**config.mk**
```make
export PLATFORM = sky130hd
export DESIGN_NAME = limb_wb_bridge_v2
export DESIGN_NICKNAME = d
export VERILOG_FILES = /design/src/rtl/limb_wb_bridge_v2.sv
export SDC_FILE = /design/constraint.sdc
export NUM_CORES = 1
export LEC_CHECK = 0
export ABC_AREA = 1
export BUFFER_PORTS_ARGS = -buffer_cell sky130_fd_sc_hd__buf_4
export CAP_MARGIN = 10
export CORE_UTILIZATION = 50
export CTS_BUF_LIST = sky130_fd_sc_hd__clkbuf_16
export DETAILED_ROUTE_END_ITERATION = 7
export PLACE_DENSITY = 0.76
export SKIP_LAST_GASP = 1
export SLEW_MARGIN = 20
export SYNTH_ARGS = -nofsm -noshare
export SYNTH_HDL_FRONTEND = slang
export SYNTH_SLANG_ARGS = --single-unit
```
**constraint.sdc**
```tcl
create_clock -name limb_clk -period 4.2 [get_ports limb_clk]
set_input_delay 0.21 -clock limb_clk [delete_from_list [all_inputs] [get_ports limb_clk]]
set_output_delay 0.21 -clock limb_clk [all_outputs]
set_load 0.02 [all_outputs]
```
**src/rtl/limb_wb_bridge_v2.sv**
```systemverilog
// LIMB (EC byte bus) to Wishbone classic master, parametrised in address and data width.
// Serialises byte slots into word cycles, with burst counting, timeout abort and sticky error.
module limb_wb_bridge_v2 #(
  parameter int ADDR_W     = 36,
  parameter int DATA_BYTES = 4,
  parameter int TIMEOUT    = 255,
  parameter int TO_W       = 8
) (
  input  logic                    limb_clk,
  input  logic                    reset,
  input  logic [7:0]              limb_d_in,
  output logic [7:0]              limb_d_out,
  output logic                    limb_d_oe,
  input  logic                    limb_nrd,
  input  logic                    limb_start,
  output logic                    limb_nwait,
  output logic [ADDR_W-1:0]       wb_adr_o,
  output logic [8*DATA_BYTES-1:0] wb_dat_o,
  input  logic [8*DATA_BYTES-1:0] wb_dat_i,
  output logic [DATA_BYTES-1:0]   wb_sel_o,
  output logic                    wb_we_o,
  output logic                    wb_cyc_o,
  output logic                    wb_stb_o,
  input  logic                    wb_ack_i,
  input  logic                    wb_err_i,
  output logic                    bus_err,
  output logic [15:0]             burst_cnt
);

  localparam int ADDR_BYTES = (ADDR_W + 7) / 8;
  localparam int DW         = 8 * DATA_BYTES;
  localparam int MAXB       = (ADDR_BYTES > DATA_BYTES) ? ADDR_BYTES : DATA_BYTES;
  localparam int IDX_W      = $clog2(MAXB + 1);

  typedef enum logic [2:0] {
    S_IDLE, S_ADDR, S_DATA0, S_WR, S_WR_WAIT, S_RD_WAIT, S_RD
  } state_t;

  state_t                state_q, state_d;
  logic [IDX_W-1:0]      idx_q, idx_d;
  logic [ADDR_W-1:0]     adr_q, adr_d;
  logic [DW-1:0]         wr_buf_q, wr_buf_d;
  logic [DW-1:0]         dat_q, dat_d;
  logic [DW-1:0]         rd_buf_q, rd_buf_d;
  logic                  cyc_q, cyc_d;
  logic                  we_q, we_d;
  logic                  nwait_q, nwait_d;
  logic                  bus_err_q, bus_err_d;
  logic [15:0]           burst_q, burst_d;
  logic [TO_W-1:0]       to_q, to_d;

  logic [8*ADDR_BYTES-1:0] adr_ext;
  logic [DW-1:0]           wr_ext;
  logic [TO_W:0]           to_inc;
  logic                    timeout_hit;
  logic                    xfer_fail;

  // to_q counts completed high cycles minus one, so the abort lands on edge TIMEOUT
  assign to_inc      = {1'b0, to_q} + 1'b1;
  assign timeout_hit = (TIMEOUT != 0) && (to_inc == (TO_W+1)'(TIMEOUT));

  always_ff @(posedge limb_clk) begin
    if (reset) begin
      state_q   <= S_IDLE;
      idx_q     <= '0;
      adr_q     <= '0;
      wr_buf_q  <= '0;
      dat_q     <= '0;
      rd_buf_q  <= '0;
      cyc_q     <= 1'b0;
      we_q      <= 1'b0;
      nwait_q   <= 1'b1;
      bus_err_q <= 1'b0;
      burst_q   <= '0;
      to_q      <= '0;
    end else begin
      state_q   <= state_d;
      idx_q     <= idx_d;
      adr_q     <= adr_d;
      wr_buf_q  <= wr_buf_d;
      dat_q     <= dat_d;
      rd_buf_q  <= rd_buf_d;
      cyc_q     <= cyc_d;
      we_q      <= we_d;
      nwait_q   <= nwait_d;
      bus_err_q <= bus_err_d;
      burst_q   <= burst_d;
      to_q      <= to_d;
    end
  end

  always_comb begin
    state_d   = state_q;
    idx_d     = idx_q;
    adr_d     = adr_q;
    wr_buf_d  = wr_buf_q;
    dat_d     = dat_q;
    rd_buf_d  = rd_buf_q;
    cyc_d     = cyc_q;
    we_d      = we_q;
    nwait_d   = nwait_q;
    bus_err_d = bus_err_q;
    burst_d   = burst_q;
    to_d      = to_q;
    xfer_fail = 1'b0;
    adr_ext   = '0;
    adr_ext[ADDR_W-1:0] = adr_q;
    wr_ext    = wr_buf_q;
    wr_ext[8*idx_q +: 8] = limb_d_in;

    if (cyc_q) begin
      // Byte slots are frozen (nwait low) for the whole Wishbone cycle
      to_d = to_q + 1'b1;
      if (wb_ack_i || wb_err_i || timeout_hit) begin
        xfer_fail = wb_err_i || (timeout_hit && !wb_ack_i);
        cyc_d     = 1'b0;
        we_d      = 1'b0;
        nwait_d   = 1'b1;
        adr_d     = adr_q + 1'b1;
        idx_d     = '0;
        if (burst_q != 16'hFFFF) burst_d = burst_q + 16'd1;
        if (xfer_fail) bus_err_d = 1'b1;
        if (state_q == S_RD_WAIT) begin
          rd_buf_d = xfer_fail ? '1 : wb_dat_i;
          state_d  = S_RD;
        end else begin
          state_d  = S_DATA0;
        end
      end
    end else if (nwait_q) begin
      if (limb_start) begin
        adr_ext[7:0] = limb_d_in;
        adr_d        = adr_ext[ADDR_W-1:0];
        bus_err_d    = 1'b0;
        burst_d      = '0;
        if (ADDR_BYTES == 1) begin
          state_d = S_DATA0;
          idx_d   = '0;
        end else begin
          state_d = S_ADDR;
          idx_d   = IDX_W'(1);
        end
      end else begin
        case (state_q)
          S_ADDR: begin
            adr_ext[8*idx_q +: 8] = limb_d_in;
            adr_d = adr_ext[ADDR_W-1:0];
            if (idx_q == IDX_W'(ADDR_BYTES-1)) begin
              state_d = S_DATA0;
              idx_d   = '0;
            end else begin
              idx_d   = idx_q + 1'b1;
            end
          end
          S_DATA0, S_WR: begin
            if (state_q == S_DATA0 && !limb_nrd) begin
              cyc_d   = 1'b1;
              we_d    = 1'b0;
              nwait_d = 1'b0;
              to_d    = '0;
              state_d = S_RD_WAIT;
            end else begin
              // idx_q is zero in DATA0, so both states share the byte capture
              wr_buf_d = wr_ext;
              if (idx_q == IDX_W'(DATA_BYTES-1)) begin
                dat_d   = wr_ext;
                cyc_d   = 1'b1;
                we_d    = 1'b1;
                nwait_d = 1'b0;
                to_d    = '0;
                state_d = S_WR_WAIT;
              end else begin
                idx_d   = idx_q + 1'b1;
                state_d = S_WR;
              end
            end
          end
          S_RD: begin
            if (idx_q == IDX_W'(DATA_BYTES-1)) begin
              state_d = S_DATA0;
              idx_d   = '0;
            end else begin
              idx_d   = idx_q + 1'b1;
            end
          end
          default: ;
        endcase
      end
    end
  end

  assign limb_d_out = (state_q == S_RD) ? rd_buf_q[8*idx_q +: 8] : 8'h00;
  assign limb_d_oe  = (state_q == S_RD) && !limb_nrd;
  assign limb_nwait = nwait_q;
  assign wb_adr_o   = adr_q;
  assign wb_dat_o   = dat_q;
  assign wb_sel_o   = '1;
  assign wb_we_o    = we_q;
  assign wb_cyc_o   = cyc_q;
  assign wb_stb_o   = cyc_q;
  assign bus_err    = bus_err_q;
  assign burst_cnt  = burst_q;

endmodule

```
After elaboration in Yosys (flattened, before gate mapping)

Cells that the tools add are included.

Register bits after elaboration: 166
Input port bits: 46
Output and inout bits: 102
Logic and storage cells: 136

Equal/unequal tests: 17
Shifts and indexed selects: 5
Multiplexer cells: 65
Bitwise gates (word level): 3
Reduce and logical (&&, ||, !) cells: 27
$add $sub $neg: 6

Operators with widths:

| operator                  | number |
|---|---|
| $mux W36                  | 5 |
| $mux W16                  | 5 |
| $mux W8                   | 7 |
| $mux W3                   | 17 |
| $bwmux W40                | 1 |
| $shift A8 B34 Y40 const A | 1 |
| $shiftx A8 B34 Y40        | 1 |
| $add A36 B1 Y36 const B   | 1 |
| $neg A6 Y34               | 1 |
| $shift A8 B34 Y32 const A | 1 |
| $shiftx A8 B34 Y32        | 1 |
| $bwmux W32                | 1 |
| $mux W32                  | 1 |
| $shiftx A32 B7 Y8         | 1 |
| $mux W1                   | 26 |
| $reduce_and A5 Y1         | 4 |
| $pmux W3 S3               | 2 |
| $add A16 B1 Y16 const B   | 1 |
| $ne A16 B16 Y1 const B    | 1 |
| $ne A4 B4 Y1 const B      | 4 |
| $reduce_and A4 Y1         | 4 |
| $add A8 B1 Y9 const B     | 1 |
| $eq A3 B2 Y1 const B      | 3 |
| $eq A3 B3 Y1 const B      | 3 |
| 15 further kinds          | 30 |

Longest topological paths before layout

Gate-level depths: netlist of run 1.

Depth in word-level cells: 7
Depth in mapped cells: 16
Mapped depth without buffers: 15

Worst setup path before layout of run 1

No wires, ideal clock.

Kind: register -> register
From: register idx_q[0]
To: register adr_q[2] (netlist: wb_adr_o[2])
Data required time: 4.068 ns
Cell stages (with the launch flop): 11
Path buffers: 1
Setup time: 0.132 ns
Path slack: 1.746 ns
Period minus slack after synthesis: 2.454 ns
Arrival: 2.322 ns
Cell sequence: dfxtp_1 -> clkinv_1 -> clkbuf_1 -> ha_1 -> ha_1 -> nor3_1 -> nand2_2 -> o21ai_2 -> nand3_2 -> nand2_1 -> a21oi_1

Cells in the longest elaborated chain, start to end: 7
Elaborated cells between the ends (all ways): 8
Classes of those cells: add/sub: 1; shift: 2; mux: 5

RTL lines:

| item                                                    | line | text |
|---|---|---|
| from (decl)                                             | 40   | `logic [IDX_W-1:0] idx_q, idx_d;` |
| from (signal assigned)                                  | 78   | `idx_q <= idx_d;` |
| $neg A6 Y34 *                                           | 146  | `adr_ext[8*idx_q +: 8] = limb_d_in;` |
| $shiftx A8 B34 Y40 or $shift A8 B34 Y40 (tied branches) | 146  |  |
| $bwmux W40 *                                            | 146  |  |
| $mux W36 *                                              | 144  | `case (state_q)` |
| $mux W36 *                                              | 131  | `if (limb_start) begin` |
| $mux W36 *                                              | 130  | `end else if (nwait_q) begin` |
| $mux W36 *                                              | 111  | `if (cyc_q) begin` |
| to (signal assigned)                                    | 79   | `adr_q <= adr_d;` |
| to (decl)                                               | 41   | `logic [ADDR_W-1:0] adr_q, adr_d;` |

Mark *: on every way between the ends. The rest lies on a longest branch, timed or not. The select of a mux whose other input is x is not followed.
A chain may end at the register's enable or synchronous reset.

Final worst setup path of run 1

From: register idx_q[0]
To: register adr_q[3] (netlist: wb_adr_o[3])

Same word-level chain as after synthesis.

==> flow_summary.yaml, run 1 <==
clock_network:
  clock_sinks: 166
  cts_tree: "built"
  cts-buffers-inserted: 17
  clk_pin_slew_ns: 0.07
  cts_htree_levels: 4
  cts_setup_buffers: 0
  clk_latency_ns: 0.43
  hold_buffers: 0
  clock_path_buffers: 2
  ctsResizeCount: 0
  cts_root_buf: "clkbuf_16"
floorplan:
  die_w_um: 137
  start_util_pct: 51.8
  die-area_um2: 18600
  rows: 48
  die_h_um: 137
  ios: 148
  core_area_um2: 17500
synth:
  synth.top_cells.by_count: "298 x nand2_1, 263 x nor2_1, 166 x dfxtp_1"
  dominantRegCellSynth: "dfxtp_1"
  synthesis.instances: 1393
  synth_warnings: 0
  synth_seq_area_share_pct: 36.7
  synth-edff-count: 0
  synth_most_common_cell: "nand2_1"
  yosysTopAreaCellShare_pct: 36.7
  syn_area_per_cell_um2: 6.49
  synth_area_leader_cell: "dfxtp_1"
  synth_area_leaders: "dfxtp_1 37%, nand2_1 12%, nor2_1 11%"
  synth_cell_type_count: 37
  ys_seq_elements: 166
  async_flop_share_pct: 0
  syn_area_um2: 9040
placement:
  place.gp.congestion: 0.973
  place.port_buffers: 143
  place_inst: 1704
  hpwlAfterDp_um: 19400
detailed_routing:
  ant_nets: 0
  vias: 9537
  viasPerCell: 5.49
  drt-initial-drc-count: 790
  wl_per_cell_um: 15.5
  first_pass_iters: 7
  drt_wl_total_um: 27000
  drc: 0
setup_path:
  end_kind: "flop"
  critPathKind: "flop to flop"
  r2r_start: "idx_q[0]$_SDFFE_PP0P_"
  rrSetupSlack_ns: 0.83
  cp.required_ns: 4.48
  crit_start: "idx_q[0]$_SDFFE_PP0P_"
  cp_max_fo: 33
  start_kind: "flop"
  crit_arrival_ns: 3.65
global_routing:
  grt_pass1_wl_um: 42100
  use_met2_pct: 44.4
  busiest_layer: "met2"
  grt_util_met3_pct: 6.00
  met1_usage_pct: 39.7
  grt_util_all_layers_pct: 29.1
  grt.overflow.total: 0
  antenna_found_initial: 0
  grt_pass1_vias: 8123
  grt_max_degree: 65
timing:
  setup_viol: 0
  tns_ns: 0
  min_period_over_period_pct: 80.2
  post-route-min-period_ns: 3.37
  drv_slew: 0
  skew_ns: 0.0113
  clock.fmax_mhz: 297
  tightest_slew_ns: 0.998
  relSlewSlack_pct: 33.1
  grt_setup_unrepaired: "no"
  hold_viol: 0
pwr:
  p_per_area_nw_per_um2: 501
  power.leakage_nw: 4.55
  power_w: 0.00539
  ir_worst_vdd_mv: 0.386
job:
  max-cap-violations: 0
hold_path:
  hp-class: "primary input to flop"
  hp-start: "wb_dat_i[9]"
layout:
  instances_no_fill: 1736
  diodes: 0
  drive_gt1_share_pct: 14.0
  syn2layout_area_growth_pct: 19.0
  final_core_util_pct: 61.6
  layout.nets: 1557
run_status:
  status: "finished clean"
## cells in the final DEF, fill, tap and decap left out, types with 2 or more instances in the layout
cell       instances
nand2_1          298
o21ai_2            3
clkinv_8           2
inv_6              6
o21ai_1           21
nand2_4            3
inv_8              4
nand3_1           66
or2_2              3
nand4_1           16
clkinv_1           6
inv_1             91
o22ai_1           25
nor2_1           263
nor3b_1            2
o21ai_0           90
xor2_1            27
buf_4            153
a22oi_1            2
a21oi_1          148
a211oi_1          23
dfxtp_1          166
clkbuf_16         17
inv_2              3
nand3b_1           8
nand3_2            4
xnor2_1            3
nand2_2            6
conb_1             4
nor3_1            25
ha_1              13
nor2_2             3
## registers in the layout, indices dropped and copies added, names as in the netlist
name and cells:
wr_buf_q 32, wb_cyc_o 1, state_q 3, wb_we_o 1, to_q 8, limb_nwait 1, idx_q 3, bus_err 1
rd_buf_q 32, wb_dat_o 32, wb_adr_o 36, burst_cnt 16
## through the flow
step | hold WS, ns | area (um2) | worst slack (ns)
after floorplan | 0.365 | 9060 | 1.75
after global placement | 0.446 | 10200 | 1.01
after detailed placement | 0.452 | 10200 | 0.905
after CTS | 0.00261 | 10800 | 0.884
after global routing | 0.00748 | 10800 | 0.456
final | 0.0125 | 10800 | 0.831
## cells by family after synthesis
group,share of synthesized area (%)
XOR/XNOR,2.91
AND/OR/NAND/NOR,32.1
AO/OA/AOI/OAI,18.7
flip-flops,36.7
adder cells (fa/ha/maj),1.80
other,0.0415
buffers and inverters,7.69
## metal layers
| layer | share of wire, % | vias up |
|---|---|---|
| li1 | - | 4805 |
| met1 | 45 | 4332 |
| met2 | 44 | 345 |
| met3 | 7.9 | 55 |
| met4 | 3.0 | 0 |
| met5 | 0 | - |
## final timing paths
path	to	cells after the start
hold / removal	rd_buf_q[9]$_SDFFE_PP0P_	3
hold reg to reg	wr_buf_q[20]$_SDFFE_PP0P_	2
setup / recovery	wb_adr_o[3]$_SDFFE_PP0P_	10
setup reg to reg	wb_adr_o[3]$_SDFFE_PP0P_	10
## critical path, stage by stage, from the launching register on
cell,delay (ns)
dfxtp_1,0.31
buf_4,0.33
clkinv_1,0.48
ha_1,0.41
ha_1,0.35
nor3_1,0.23
nand2_2,0.27
o21ai_2,0.43
nand3_2,0.22
nand2_1,0.10
a21oi_1,0.07
## power by group
part           leakage, nW  internal (W)  switching [W]
Combinational         2.91      0.000574        0.00127
Sequential            1.34       0.00178       0.000185
Clock                0.291      0.000852       0.000731
Total                 4.55       0.00320        0.00219
## area by class of cell
cell class                 count  area [um2]
sequential                   166        3320
clock inverter                15         171
tap                          225         282
clock buffer                  17         425
inverter                      99         372
timing repair buffer         153        1150
fill                        1727        6710
multi-input combinational   1061        5040
No activity file was read; power rests on OpenSTA's default activity.
==> run 2, diff against run 1 <==
--- a/config.mk
+++ b/config.mk
@@ -11,7 +11,7 @@
 export CORE_UTILIZATION = 50
 export CTS_BUF_LIST = sky130_fd_sc_hd__clkbuf_16
 export DETAILED_ROUTE_END_ITERATION = 7
-export PLACE_DENSITY = 0.76
+export PLACE_DENSITY = 0.79
 export SKIP_LAST_GASP = 1
 export SLEW_MARGIN = 20
 export SYNTH_ARGS = -nofsm -noshare
==> constraint.sdc (replaced) <==
create_clock -name limb_clk -period 2.75 [get_ports limb_clk]
set_input_delay 0.1375 -clock limb_clk [delete_from_list [all_inputs] [get_ports limb_clk]]
set_output_delay 0.1375 -clock limb_clk [all_outputs]
set_load 0.02 [all_outputs]
==> run 2 against run 1 <==
Final cell count up 2.4%. Final area up 3.8%. Non-clock buffer count up 41. Worst setup slack worse by 0.56 ns. Critical path type unchanged. Critical endpoint is now wb_adr_o[0]$_SDFFE_PP0P_.
==> flow_summary.yaml, run 2 (same netlist as run 1, synthesis figures left out) <==
timing:
  relSlewSlack_pct: 54.0
  post-route-min-period_ns: 2.48
  grt_setup_unrepaired: "no"
  drv_slew: 0
  setup_viol: 0
  min_period_over_period_pct: 90.1
  holdWs_ns: 0.0749
  tns_ns: 0
  hold_viol: 0
  clock.fmax_mhz: 403
  skew_ns: 0.0100
  tightest_slew_ns: 0.689
layout:
  diodes: 0
  final_cell_mix: "298 x nand2_1, 263 x nor2_1, 166 x dfxtp_1"
  instances_no_fill: 1777
  final_common_cell: "nand2_1"
  layout.nets: 1598
  num-fill-cells: 1614
  syn2layout_area_growth_pct: 23.5
  largest_reg_flops: 36
  drive_gt1_share_pct: 14.2
floorplan:
  ios: 148
  die_w_um: 137
  rows: 48
  die-area_um2: 18600
  start_util_pct: 51.8
  die_h_um: 137
  core_area_um2: 17500
detailed_routing:
  drt-initial-drc-count: 851
  first_pass_iters: 6
  wl_per_cell_um: 15.9
  drc: 0
  ant_nets: 0
  vias: 9793
  drt_wl_total_um: 28200
  viasPerCell: 5.51
clock_network:
  clock_sinks: 166
  clk_pin_slew_ns: 0.07
  cts_tree: "built"
  cts_root_buf: "clkbuf_16"
  clock_path_buffers: 2
  cts-buffers-inserted: 17
  clk_latency_ns: 0.44
  cts_htree_levels: 4
  ctsResizeCount: 0
setup_path:
  crit_arrival_ns: 2.76
  start_kind: "flop"
  slowest_delay_ns: 0.41
  crit_top_cell: "ha_1"
  critPathBufInv: 1
  cp.required_ns: 3.03
  end_kind: "flop"
  critPathTopFamily: "simple AND/OR/NAND/NOR gates"
  rrSetupSlack_ns: 0.27
  crit_slowest_cell: "o21ai_2"
  crit_chain: "inv_2, ha_1, ha_1, nor3_1, nand2_2, o21ai_2, nand3_2, nand2_1, a21oi_1"
  critPathKind: "flop to flop"
  cp_max_fo: 18
global_routing:
  grt_pass1_vias: 8959
  grt.overflow.total: 0
  grt_pass1_wl_um: 44700
  grt_util_all_layers_pct: 30.6
  antenna_found_initial: 0
  grt_max_degree: 65
placement:
  place.gp.congestion: 0.928
  hpwlAfterDp_um: 19900
  place.port_buffers: 143
  place_inst: 1713
pwr:
  power_w: 0.00826
  p_per_area_nw_per_um2: 739
  power.leakage_nw: 4.73
  ir_worst_vdd_mv: 0.626
hold_path:
  hp-class: "primary input to flop"
job:
  max-cap-violations: 0
run_status:
  status: "finished clean"
-- run 2: tightest hold or removal path: stages --
cell,delay [ns]
buf_4,0.10
nand2_1,0.05
nand2_1,0.06
nor2_1,0.04
nor2_1,0.09
-- run 2: path summary, 6_finish.rpt --
kind / start / endpoint / cells past startpoint
setup / recovery: idx_q[1]$_SDFFE_PP0P_ / wb_adr_o[0]$_SDFFE_PP0P_ / 9
hold / removal: limb_d_in[1] / wb_adr_o[33]$_SDFFE_PP0P_ / 5
setup reg to reg: idx_q[1]$_SDFFE_PP0P_ / wb_adr_o[0]$_SDFFE_PP0P_ / 9
hold reg to reg: wr_buf_q[23]$_SDFFE_PP0P_ / wr_buf_q[23]$_SDFFE_PP0P_ / 2
-- run 2: timing repair --
| action | in CTS | in global routing |
|---|---|---|
| buffers inserted | 0 | 0 |
| endpoints found under the hold margin | 32 | 0 |
| hold buffers | 32 | 0 |
-- run 2: where the power goes --
group | internal, W | leakage, nW | switching (W)
clock | 0.00121 | 0.280 | 0.00114
sequential | 0.00271 | 1.34 | 0.000262
combinational | 0.000949 | 3.11 | 0.00198
total | 0.00487 | 4.73 | 0.00338
-- run 2: metal layers --
layer | GRT usage [%] | vias to the layer above | part of all wire [%]
li1 | - | 4879 | -
met1 | 41.1 | 4457 | 43
met2 | 48.9 | 402 | 46
met3 | 5.41 | 55 | 7.7
met4 | 11.4 | 0 | 2.9
met5 | 0 | - | 0
-- run 2: layout make-up --
type                            instances  area (um2)  area share [%]
Multi-Input combinational cell       1061        5040            45.1
Sequential cell                       166        3320            29.7
Timing Repair Buffer                  194        1570            14.1
Clock buffer                           17         425            3.81
Inverter                               99         372            3.33
Tap cell                              225         282            2.52
Clock inverter                         15         160            1.43
-- run 2: through the flow --
| step | setup WS, ns | area (um2) | utilization (%) |
|---|---|---|---|
| 4_1_cts | 0.305 | 11200 | 63.9 |
| 3_5_place_dp | 0.307 | 10300 | 58.7 |
| 2_1_floorplan | 0.296 | 9060 | - |
| 3_3_place_gp | 0.406 | 10300 | 58.7 |
| 6_report | 0.271 | 11200 | 63.9 |
| 5_1_grt | 0.0304 | 11200 | 63.9 |
